[config.mk]
export PLATFORM = sky130hd
export DESIGN_NAME = mem_arbiter
export DESIGN_NICKNAME = d
export VERILOG_FILES = /design/src/rtl/mem_arb_pkg.sv /design/src/rtl/mem_wait_ctr.sv /design/src/rtl/mem_arbiter.sv
export SDC_FILE = /design/constraint.sdc
export NUM_CORES = 1
export LEC_CHECK = 0
export ABC_AREA = 1
export BUFFER_PORTS_ARGS = -buffer_cell sky130_fd_sc_hd__buf_2
export CAP_MARGIN = 10
export CORE_ASPECT_RATIO = 0.6
export CORE_MARGIN = 8
export CORE_UTILIZATION = 31
export CTS_CLUSTER_DIAMETER = 30
export DETAILED_ROUTE_END_ITERATION = 16
export GPL_ROUTABILITY_DRIVEN = 1
export PLACE_DENSITY = 0.51
export SKIP_LAST_GASP = 1
export SYNTH_ARGS = -nofsm -noshare
export SYNTH_HDL_FRONTEND = slang
export SYNTH_SLANG_ARGS = --single-unit
[constraint.sdc]
create_clock -name clk -period 2.05 [get_ports clk]
set_clock_uncertainty 0.1 [all_clocks]
set_input_delay 0.1025 -clock clk [delete_from_list [all_inputs] [get_ports clk]]
set_output_delay 0.1025 -clock clk [all_outputs]
set_load 0.02 [all_outputs]
[src/rtl/mem_arb_pkg.sv]
// Shared types and constants for the two-port memory arbiter.
package mem_arb_pkg;

    typedef enum logic [1:0] {IDLE, ISSUE, WAIT, DONE} state_t;

    localparam logic PORT0 = 1'b0;
    localparam logic PORT1 = 1'b1;
    localparam int   CTR_W = 8;

    // On a tie the port that was not served last wins.
    function automatic logic pick_port(input logic [1:0] pending, input logic last_grant);
        if (pending == 2'b11)
            return ~last_grant;
        else if (pending[0])
            return PORT0;
        else
            return PORT1;
    endfunction

endpackage

[src/rtl/mem_wait_ctr.sv]
// Wait-state down counter; flags the final wait cycle when the count reaches one.
module mem_wait_ctr
    import mem_arb_pkg::*;
#(
    parameter int W = CTR_W
) (
    input  logic         clk,
    input  logic         reset,
    input  logic         load,
    input  logic [W-1:0] load_value,
    input  logic         dec,
    output logic         count_is_one
);

    logic [W-1:0] count;

    always_ff @(posedge clk or negedge reset) begin
        if (!reset)
            count <= '0;
        else if (load)
            count <= load_value;
        else if (dec && (count != '0))
            count <= count - 1'b1;
    end

    assign count_is_one = (count == W'(1));

endmodule

[src/rtl/mem_arbiter.sv]
// Round-robin arbiter sharing one wait-stated memory between instruction and data cache ports.
module mem_arbiter
    import mem_arb_pkg::*;
#(
    parameter int AW          = 16,
    parameter int DW          = 8,
    parameter int WAIT_CYCLES = 4
) (
    input  logic          clk,
    input  logic          reset,
    input  logic          req0_strobe,
    input  logic          req0_rw,
    input  logic [AW-1:0] req0_addr,
    input  logic [DW-1:0] req0_wdata,
    output logic          req0_ready,
    output logic [DW-1:0] req0_rdata,
    input  logic          req1_strobe,
    input  logic          req1_rw,
    input  logic [AW-1:0] req1_addr,
    input  logic [DW-1:0] req1_wdata,
    output logic          req1_ready,
    output logic [DW-1:0] req1_rdata,
    output logic          mem_strobe,
    output logic          mem_rw,
    output logic [AW-1:0] mem_addr,
    output logic [DW-1:0] mem_wdata,
    input  logic [DW-1:0] mem_rdata,
    output logic          grant,
    output logic          busy
);

    state_t        state;
    logic          last_grant;
    logic          sel_port;
    logic          count_is_one;
    logic [1:0]    pending;
    logic [1:0]    strobe_in;
    logic [1:0]    clear;
    logic [1:0]    set;
    logic          rw_q    [2];
    logic [AW-1:0] addr_q  [2];
    logic [DW-1:0] wdata_q [2];

    assign strobe_in = {req1_strobe, req0_strobe};
    assign clear[0]  = (state == DONE) && (grant == PORT0);
    assign clear[1]  = (state == DONE) && (grant == PORT1);
    // A strobe landing on the same edge as the DONE clear re-arms the port.
    assign set       = strobe_in & (~pending | clear);
    assign sel_port  = pick_port(pending, last_grant);

    always_ff @(posedge clk or negedge reset) begin
        if (!reset) begin
            pending <= '0;
            for (int i = 0; i < 2; i++) begin
                rw_q[i]    <= 1'b0;
                addr_q[i]  <= '0;
                wdata_q[i] <= '0;
            end
        end else begin
            pending <= set | (pending & ~clear);
            if (set[0]) begin
                rw_q[0]    <= req0_rw;
                addr_q[0]  <= req0_addr;
                wdata_q[0] <= req0_wdata;
            end
            if (set[1]) begin
                rw_q[1]    <= req1_rw;
                addr_q[1]  <= req1_addr;
                wdata_q[1] <= req1_wdata;
            end
        end
    end

    mem_wait_ctr #(.W(CTR_W)) u_wait_ctr (
        .clk          (clk),
        .reset        (reset),
        .load         (state == ISSUE),
        .load_value   (CTR_W'(WAIT_CYCLES)),
        .dec          (state == WAIT),
        .count_is_one (count_is_one)
    );

    // Memory-side fields latch on entry to ISSUE; the granted port's captured
    // fields cannot change until its DONE edge, so this matches them throughout.
    always_ff @(posedge clk or negedge reset) begin
        if (!reset) begin
            state      <= IDLE;
            last_grant <= PORT1;
            grant      <= PORT0;
            busy       <= 1'b0;
            mem_strobe <= 1'b0;
            mem_rw     <= 1'b0;
            mem_addr   <= '0;
            mem_wdata  <= '0;
            req0_ready <= 1'b0;
            req1_ready <= 1'b0;
            req0_rdata <= '0;
            req1_rdata <= '0;
        end else begin
            mem_strobe <= 1'b0;
            req0_ready <= 1'b0;
            req1_ready <= 1'b0;
            case (state)
                IDLE: begin
                    if (|pending) begin
                        state      <= ISSUE;
                        grant      <= sel_port;
                        busy       <= 1'b1;
                        mem_strobe <= 1'b1;
                        mem_rw     <= rw_q[sel_port];
                        mem_addr   <= addr_q[sel_port];
                        mem_wdata  <= wdata_q[sel_port];
                    end
                end
                ISSUE: begin
                    state <= WAIT;
                end
                WAIT: begin
                    if (count_is_one) begin
                        state <= DONE;
                        if (grant == PORT0) begin
                            req0_ready <= 1'b1;
                            if (!mem_rw)
                                req0_rdata <= mem_rdata;
                        end else begin
                            req1_ready <= 1'b1;
                            if (!mem_rw)
                                req1_rdata <= mem_rdata;
                        end
                    end
                end
                DONE: begin
                    state      <= IDLE;
                    busy       <= 1'b0;
                    last_grant <= grant;
                    mem_rw     <= 1'b0;
                    mem_addr   <= '0;
                    mem_wdata  <= '0;
                end
                default: state <= IDLE;
            endcase
        end
    end

endmodule

==> results.sh, run 1 <==
export IMPL_antenna_found_initial=1
export IMPL_synth_xor_area_share_pct=0.3700
export IMPL_num_vias=3921
export IMPL_critPathKind="flop to flop"
export IMPL_muxShareOfSynthArea_pct=6.342
export IMPL_setup_worst_path_end_class="flop"
export IMPL_power_mw=9.935
export IMPL_synth_top_family_by_area="simple AND/OR/NAND/NOR gates"
export IMPL_grt_max_degree=55
export IMPL_synth_fa_ha_area_share_pct=1.850
export IMPL_hold_violations=0
export IMPL_r2r_start="state[0]$_DFFE_PN0P_"
export IMPL_synth_simple_area_share_pct=15.88
export IMPL_layout_commonest_cell="dfrtp_1"
export IMPL_drc_errors=0
export IMPL_finalSetupViolations=0
export IMPL_portBuffers=107
export IMPL_drv_slew=0
export IMPL_ys_warn_count=0
export IMPL_htree_num_levels=3
export IMPL_slew_headroom_pct=71.19
export IMPL_antennaDiodeCount=0
export IMPL_mostFrequentLayoutCells="dfrtp_1, buf_2, nand2_1, dlygate4sd3_1, inv_1"
export IMPL_cts_tree="built"
export IMPL_outcome="completed"
export IMPL_maxCapViolCount=0
export IMPL_hpwl_um=9180
export IMPL_ys_seq_area_share_pct=57.64
export IMPL_avgSynthCellArea_um2=9.843
export IMPL_finalWeightedCongestion=0.7761
export IMPL_rr_worst_depth=7
export IMPL_power_density_nw_per_um2=1528
export IMPL_syn_cell_area_um2=4735
export IMPL_timing_rr_end="mem_addr[3]$_DFFE_PN0P_"
export IMPL_cp_required_ns=2.20
export IMPL_vias_per_cell=4.533
export IMPL_clk_latency_ns=0.34
export IMPL_nets=726
export IMPL_whs_ns=0.1163
export IMPL_syn_inst=481
export IMPL_io_pins=108
export IMPL_cts_sinks=109
export IMPL_grt_pass1_wl_um=21220
export IMPL_root_buffer="clkbuf_16"
export IMPL_setup_worst_path_start_class="flop"
export IMPL_synth_nets=550
export IMPL_routedWlPerCell_um=14.95
export IMPL_grtUsageTotal_pct=13.30
export IMPL_clk_path_buf_depth=2
export IMPL_cp_arrival_ns=1.95
export IMPL_peakVddDrop_mv=0.5416
export IMPL_leakage_nw=3.321
export IMPL_die_x_um=175.5
export IMPL_fp_coreArea_um2=15150
export IMPL_crit_fanout=10
export IMPL_drt_iter0_markers=200
export IMPL_hold_path_class="input pin to async pin"
export IMPL_grt_pass1_vias=4101
export IMPL_tightest_slew_ns=0.4277
export IMPL_drtPass1Iterations=4
export IMPL_ant_nets=0
export IMPL_rsz0062_at_grt="false"
export IMPL_grt_overflow_total=0
export IMPL_start_util_pct=31.25
export IMPL_reg2reg_slack_ns=0.25
export IMPL_die_h_um=111.7
export IMPL_rows=35
export IMPL_clk_pin_slew_ns=0.07
export IMPL_cts_buffers=9
export IMPL_wl_um=12940
export IMPL_critPathCapture="mem_addr[3]$_DFFE_PN0P_"
export IMPL_timing_final_crit_share_pct=87.81
export IMPL_synth_cell_type_count=26
export IMPL_tns_ns=0
export IMPL_ys_ff_latch=109
export IMPL_synth_compound_area_share_pct=10.99
export IMPL_syn2layout_area_growth_pct=37.29
export IMPL_max_freq_ghz=0.5555
export IMPL_drive_above_1_share_pct=27.49
export IMPL_startpoint="state[0]$_DFFE_PN0P_"
export IMPL_die_area_um2=19610
export IMPL_fin_crit_ns=1.800
repair_timing:
item                                   CTS  global route
endpoints found under the hold margin  144             0
gates resized for setup                  0             0
hold buffers                            60             0
setup buffers                            0             0
cells in the mapped netlist:
cell type | count | area [um^2]
xor2_1 | 2 | 17.52
dfrtp_1 | 108 | 2703
o22ai_1 | 25 | 156.4
nand2_1 | 89 | 334.1
dfstp_2 | 1 | 26.28
a21boi_2 | 1 | 11.26
clkbuf_1 | 6 | 22.52
mux2_4 | 14 | 210.2
nor2_1 | 48 | 180.2
ha_1 | 7 | 87.58
a21oi_1 | 7 | 35.03
inv_1 | 59 | 221.5
nand2_2 | 2 | 12.51
nand4_1 | 4 | 25.02
o21bai_1 | 2 | 15.01
o21ai_2 | 10 | 87.58
nor2_4 | 3 | 33.78
mux2_2 | 8 | 90.09
nand2_4 | 1 | 11.26
nand3_1 | 26 | 130.1
buf_2 | 8 | 40.04
clkbuf_2 | 2 | 10.01
o21ai_0 | 32 | 160.2
nand4_2 | 2 | 25.02
buf_6 | 3 | 33.78
o21ai_1 | 11 | 55.05
metrics by stage:
stage                     worst slack (ns)  std cells  instance area (um^2)  util [%]
after global placement              0.3163        789                  5585     36.86
after CTS                           0.2100        865                  6500     42.90
final                               0.2499        865                  6500     42.90
after global routing               0.04230        865                  6500     42.90
after floorplan                     0.4164        481                  4735         -
after detailed placement            0.2476        789                  5585     36.86
final cells by class:
type | instances | area (um^2)
fill | 1511 | 8652
sequential | 109 | 2729
multi-input combinational | 294 | 1678
timing repair buffer | 184 | 1304
tap | 203 | 254.0
clock buffer | 9 | 225.2
inverter | 59 | 221.5
clock inverter | 7 | 88.84
registers in the layout, indices dropped and copies added (netlist names), 2 cells and up:
register          flops
addr_q               32
state                 2
mem_wdata             8
u_wait_ctr.count      8
mem_addr             16
wdata_q              16
pending               2
req0_rdata            8
req1_rdata            8
rw_q                  2
report_power, final:
group          switching (mW)  internal, mW  total [mW]
Clock                   0.764          1.07        1.83
Sequential              0.609          3.15        3.76
Combinational            2.63          1.72        4.34
Total                    4.00          5.94        9.94
worst min-delay path by stage:
stage | from | end | slack [ns] | cells past startpoint
final | reset | req0_rdata[3]$_DFFE_PN0P_ | 0.12 | 2
after global routing | req0_strobe | pending[0]$_DFF_PN0_ | 0.15 | 4
after CTS | reset | req0_rdata[3]$_DFFE_PN0P_ | 0.13 | 2
after detailed placement | reset | u_wait_ctr.count[6]$_DFFE_PN0P_ | -0.06 | 1
after global placement | reset | u_wait_ctr.count[6]$_DFFE_PN0P_ | -0.06 | 1
after floorplan | reset | addr_q[0]$_DFFE_PN0P_ | -0.29 | 0
logic make-up after synthesis:
kind of cell	count (synthesis)
fa+ha+maj	7
compound gates	88
flops	109
simple gates	175
xor+xnor	2
buf+inv	78
mux	22
metal layers:
metal	global-route usage [%]	share of wire [%]	wire, um	vias to the layer above
met2	19.68	42	5450	119
met1	18.56	50	6519	1873
met5	0	0.10	13	-
met4	2.756	0.65	84	2
li1	-	-	-	1916
met3	4.461	6.7	869	11
worst max-delay path, cell delays in order, from the launching register on:
cell and delay, ns:
dfrtp_1 0.42, inv_1 0.12, ha_1 0.24, o21ai_2 0.14, nor2_4 0.23, buf_4 0.22, o21ai_0 0.09, o22ai_1 0.14
(Power assumes the default switching activity.)
==> inputs of run 2 (changes only) <==
==> constraint.sdc (replaced) <==
create_clock -name clk -period 2.05 [get_ports clk]
set_clock_uncertainty 0.1 [all_clocks]
set_input_delay 0.205 -clock clk [delete_from_list [all_inputs] [get_ports clk]]
set_output_delay 0.205 -clock clk [all_outputs]
set_load 0.02 [all_outputs]
==> run 2 against run 1 <==
Effect of this change:
- sequential share of layout area is 1.7 points higher
- die area unchanged
- setup slack got worse by 0.051 ns
- critical path depth is 2 lower
- via count decreased by 4.1%
- global-route usage up 0.12 points
- clock power is 5% lower
- routed wire length down 1.7%
- sequential cell count is the same
- non-clock buffer count is 23 lower
- count of clock-buffer cells in the layout grew 4
- largest cell class unchanged
==> results.sh, run 2 (synthesized netlist as in run 1, its figures left out) <==
export IMPL_cp_arrival_ns=1.98
export IMPL_htree_num_levels=3
export IMPL_rsz0062_at_grt="false"
export IMPL_post_dp_cell_area_um2=5565
export IMPL_portBuffers=107
export IMPL_power_density_nw_per_um2=1564
export IMPL_largest_register_ffs=32
export IMPL_largestRegisters="addr_q (32), mem_addr (16), wdata_q (16)"
export IMPL_finalWeightedCongestion=0.7894
export IMPL_cts_setup_buffers=0
export IMPL_top_register="addr_q"
export IMPL_switchingPower_mw=3.946
export IMPL_vias_per_cell=4.461
export IMPL_ctsResizeCount=0
export IMPL_grt_pass1_vias=3968
export IMPL_met3_usage_pct=4.495
export IMPL_hold_violations=0
export IMPL_p_seq_share_pct=38.3
export IMPL_leakage_nw=3.192
export IMPL_ant_nets=0
export IMPL_crit_fanout=24
export IMPL_gr_usage_met2_pct=19.34
export IMPL_globalRouteMet1Util_pct=18.91
export IMPL_reg2reg_slack_ns=0.20
export IMPL_drtPass1Iterations=4
export IMPL_cp_required_ns=2.18
export IMPL_busiest_layer="met2"
export IMPL_timing_final_crit_share_pct=90.30
export IMPL_r2r_start="state[0]$_DFFE_PN0P_"
export IMPL_startpoint="state[0]$_DFFE_PN0P_"
export IMPL_timing_rr_end="wdata_q[4]$_DFFE_PN0P_"
export IMPL_fin_area_um2=6243
export IMPL_mostFrequentLayoutCells="dfrtp_1, buf_2, nand2_1, inv_1, nor2_1"
export IMPL_peakVddDrop_mv=0.5453
export IMPL_hpwl_um=9139
export IMPL_die_area_um2=19610
export IMPL_tightest_slew_ns=0.4580
export IMPL_tns_ns=0
export IMPL_internal_power_mw=5.820
export IMPL_die_x_um=175.5
export IMPL_slew_headroom_pct=69.46
export IMPL_root_buffer="clkbuf_16"
export IMPL_clockPowerShare_pct=17.8
export IMPL_wl_um=12720
export IMPL_drv_slew=0
export IMPL_critPathKind="flop to flop"
export IMPL_fin_ws_ns=0.1988
export IMPL_critPathCapture="wdata_q[4]$_DFFE_PN0P_"
export IMPL_drt_iter0_markers=215
export IMPL_clk_path_buf_depth=2
export IMPL_num_vias=3761
export IMPL_swShare_pct=40.40
export IMPL_grt_max_degree=60
export IMPL_drive_above_1_share_pct=27.86
export IMPL_hold_path_class="input pin to flop"
export IMPL_drc_errors=0
export IMPL_die_h_um=111.7
export IMPL_rr_worst_depth=5
export IMPL_clk_pin_slew_ns=0.07
export IMPL_layout_commonest_cell="dfrtp_1"
export IMPL_layout_cells_non_filler=843
export IMPL_grt_pass1_wl_um=21000
export IMPL_routedWlPerCell_um=15.09
export IMPL_clk_latency_ns=0.34
export IMPL_start_util_pct=31.25
export IMPL_cts_tree="built"
export IMPL_cts_buffers=9
export IMPL_cts_sinks=109
export IMPL_pwr_share_comb_pct=43.9
export IMPL_io_pins=108
export IMPL_grtUsageTotal_pct=13.42
export IMPL_syn2layout_area_growth_pct=31.87
export IMPL_outcome="completed"
export IMPL_max_freq_ghz=0.5402
export IMPL_rows=35
export IMPL_pre_cts_ws_ns=0.2101
export IMPL_antenna_found_initial=1
export IMPL_fin_crit_ns=1.851
export IMPL_grt_overflow_total=0
export IMPL_nets=703
export IMPL_setup_worst_path_end_class="flop"
export IMPL_maxCapViolCount=0
export IMPL_fp_coreArea_um2=15150
export IMPL_setup_worst_path_start_class="flop"
export IMPL_finalSetupViolations=0
export IMPL_dp_cells=788
-- run 2: cell types whose count changed in the layout (fill, tap and decap cells not counted) --
cell           change
bufinv_16          -1
diode_2            +1
clkinv_2           -4
clkinvlp_4         +2
clkbuf_8           +1
inv_6              -1
clkbuf_1           +3
buf_12             -1
dlygate4sd3_1     -22
-- run 2: through the flow --
stage          power, mW  util, %  hold slack [ns]
3_3_place_gp       7.939    36.73          0.01234
6_report           9.766    41.21          0.01708
4_1_cts            9.905    41.19         0.004574
2_1_floorplan      6.553        -          -0.1906
5_1_grt            10.57    41.19         0.004405
3_5_place_dp       8.061    36.73          0.01506
-- run 2: per-layer routing --
| layer | up-vias | wire [um] |
|---|---|---|
| met1 | 1769 | 6320 |
| met2 | 108 | 5424 |
| li1 | 1874 | - |
| met5 | - | 13 |
| met4 | 2 | 68 |
| met3 | 8 | 892 |
-- run 2: layout make-up --
| class | instances | area, um^2 |
|---|---|---|
| antenna | 1 | 2.502 |
| clock buffer | 13 | 250.2 |
| clock inverter | 3 | 45.04 |
| fill | 1560 | 8909 |
| inverter | 59 | 221.5 |
| multi-input combinational | 294 | 1678 |
| sequential | 109 | 2729 |
| tap | 203 | 254.0 |
| timing repair buffer | 161 | 1064 |
-- run 2: how the worst min path moves through the flow --
stage | start | endpoint | slack, ns | depth (start not counted)
after floorplan | reset | addr_q[0]$_DFFE_PN0P_ | -0.19 | 0
after global placement | reset | u_wait_ctr.count[6]$_DFFE_PN0P_ | 0.01 | 1
after detailed placement | reset | req1_ready$_DFF_PN0_ | 0.02 | 1
after CTS | req1_rw | rw_q[0]$_DFFE_PN0P_ | 0.005 | 3
after global routing | req1_addr[14] | addr_q[14]$_DFFE_PN0P_ | 0.004 | 2
final | req1_wdata[6] | wdata_q[6]$_DFFE_PN0P_ | 0.02 | 2
-- run 2: critical path, stage by stage, from the launching register on --
cell,delay (ns)
dfrtp_1,0.42
ha_1,0.28
nand2_1,0.12
nand2_2,0.08
nand2_4,0.34
mux2_2,0.38
-- run 2: power groups by stage --
| stage | sequential, mW | clock [mW] | combinational [mW] |
|---|---|---|---|
| after floorplan | 4.12 | 0 | 2.43 |
| after global placement | 3.74 | 0 | 4.20 |
| after detailed placement | 3.76 | 0 | 4.30 |
| after CTS | 3.73 | 1.81 | 4.36 |
| after global routing | 3.86 | 1.90 | 4.81 |
| final | 3.74 | 1.74 | 4.29 |
-- run 2: timing repair --
action,CTS,global route
endpoints found under the hold margin,57,0
hold buffers,38,0
setup endpoints to repair,0,0
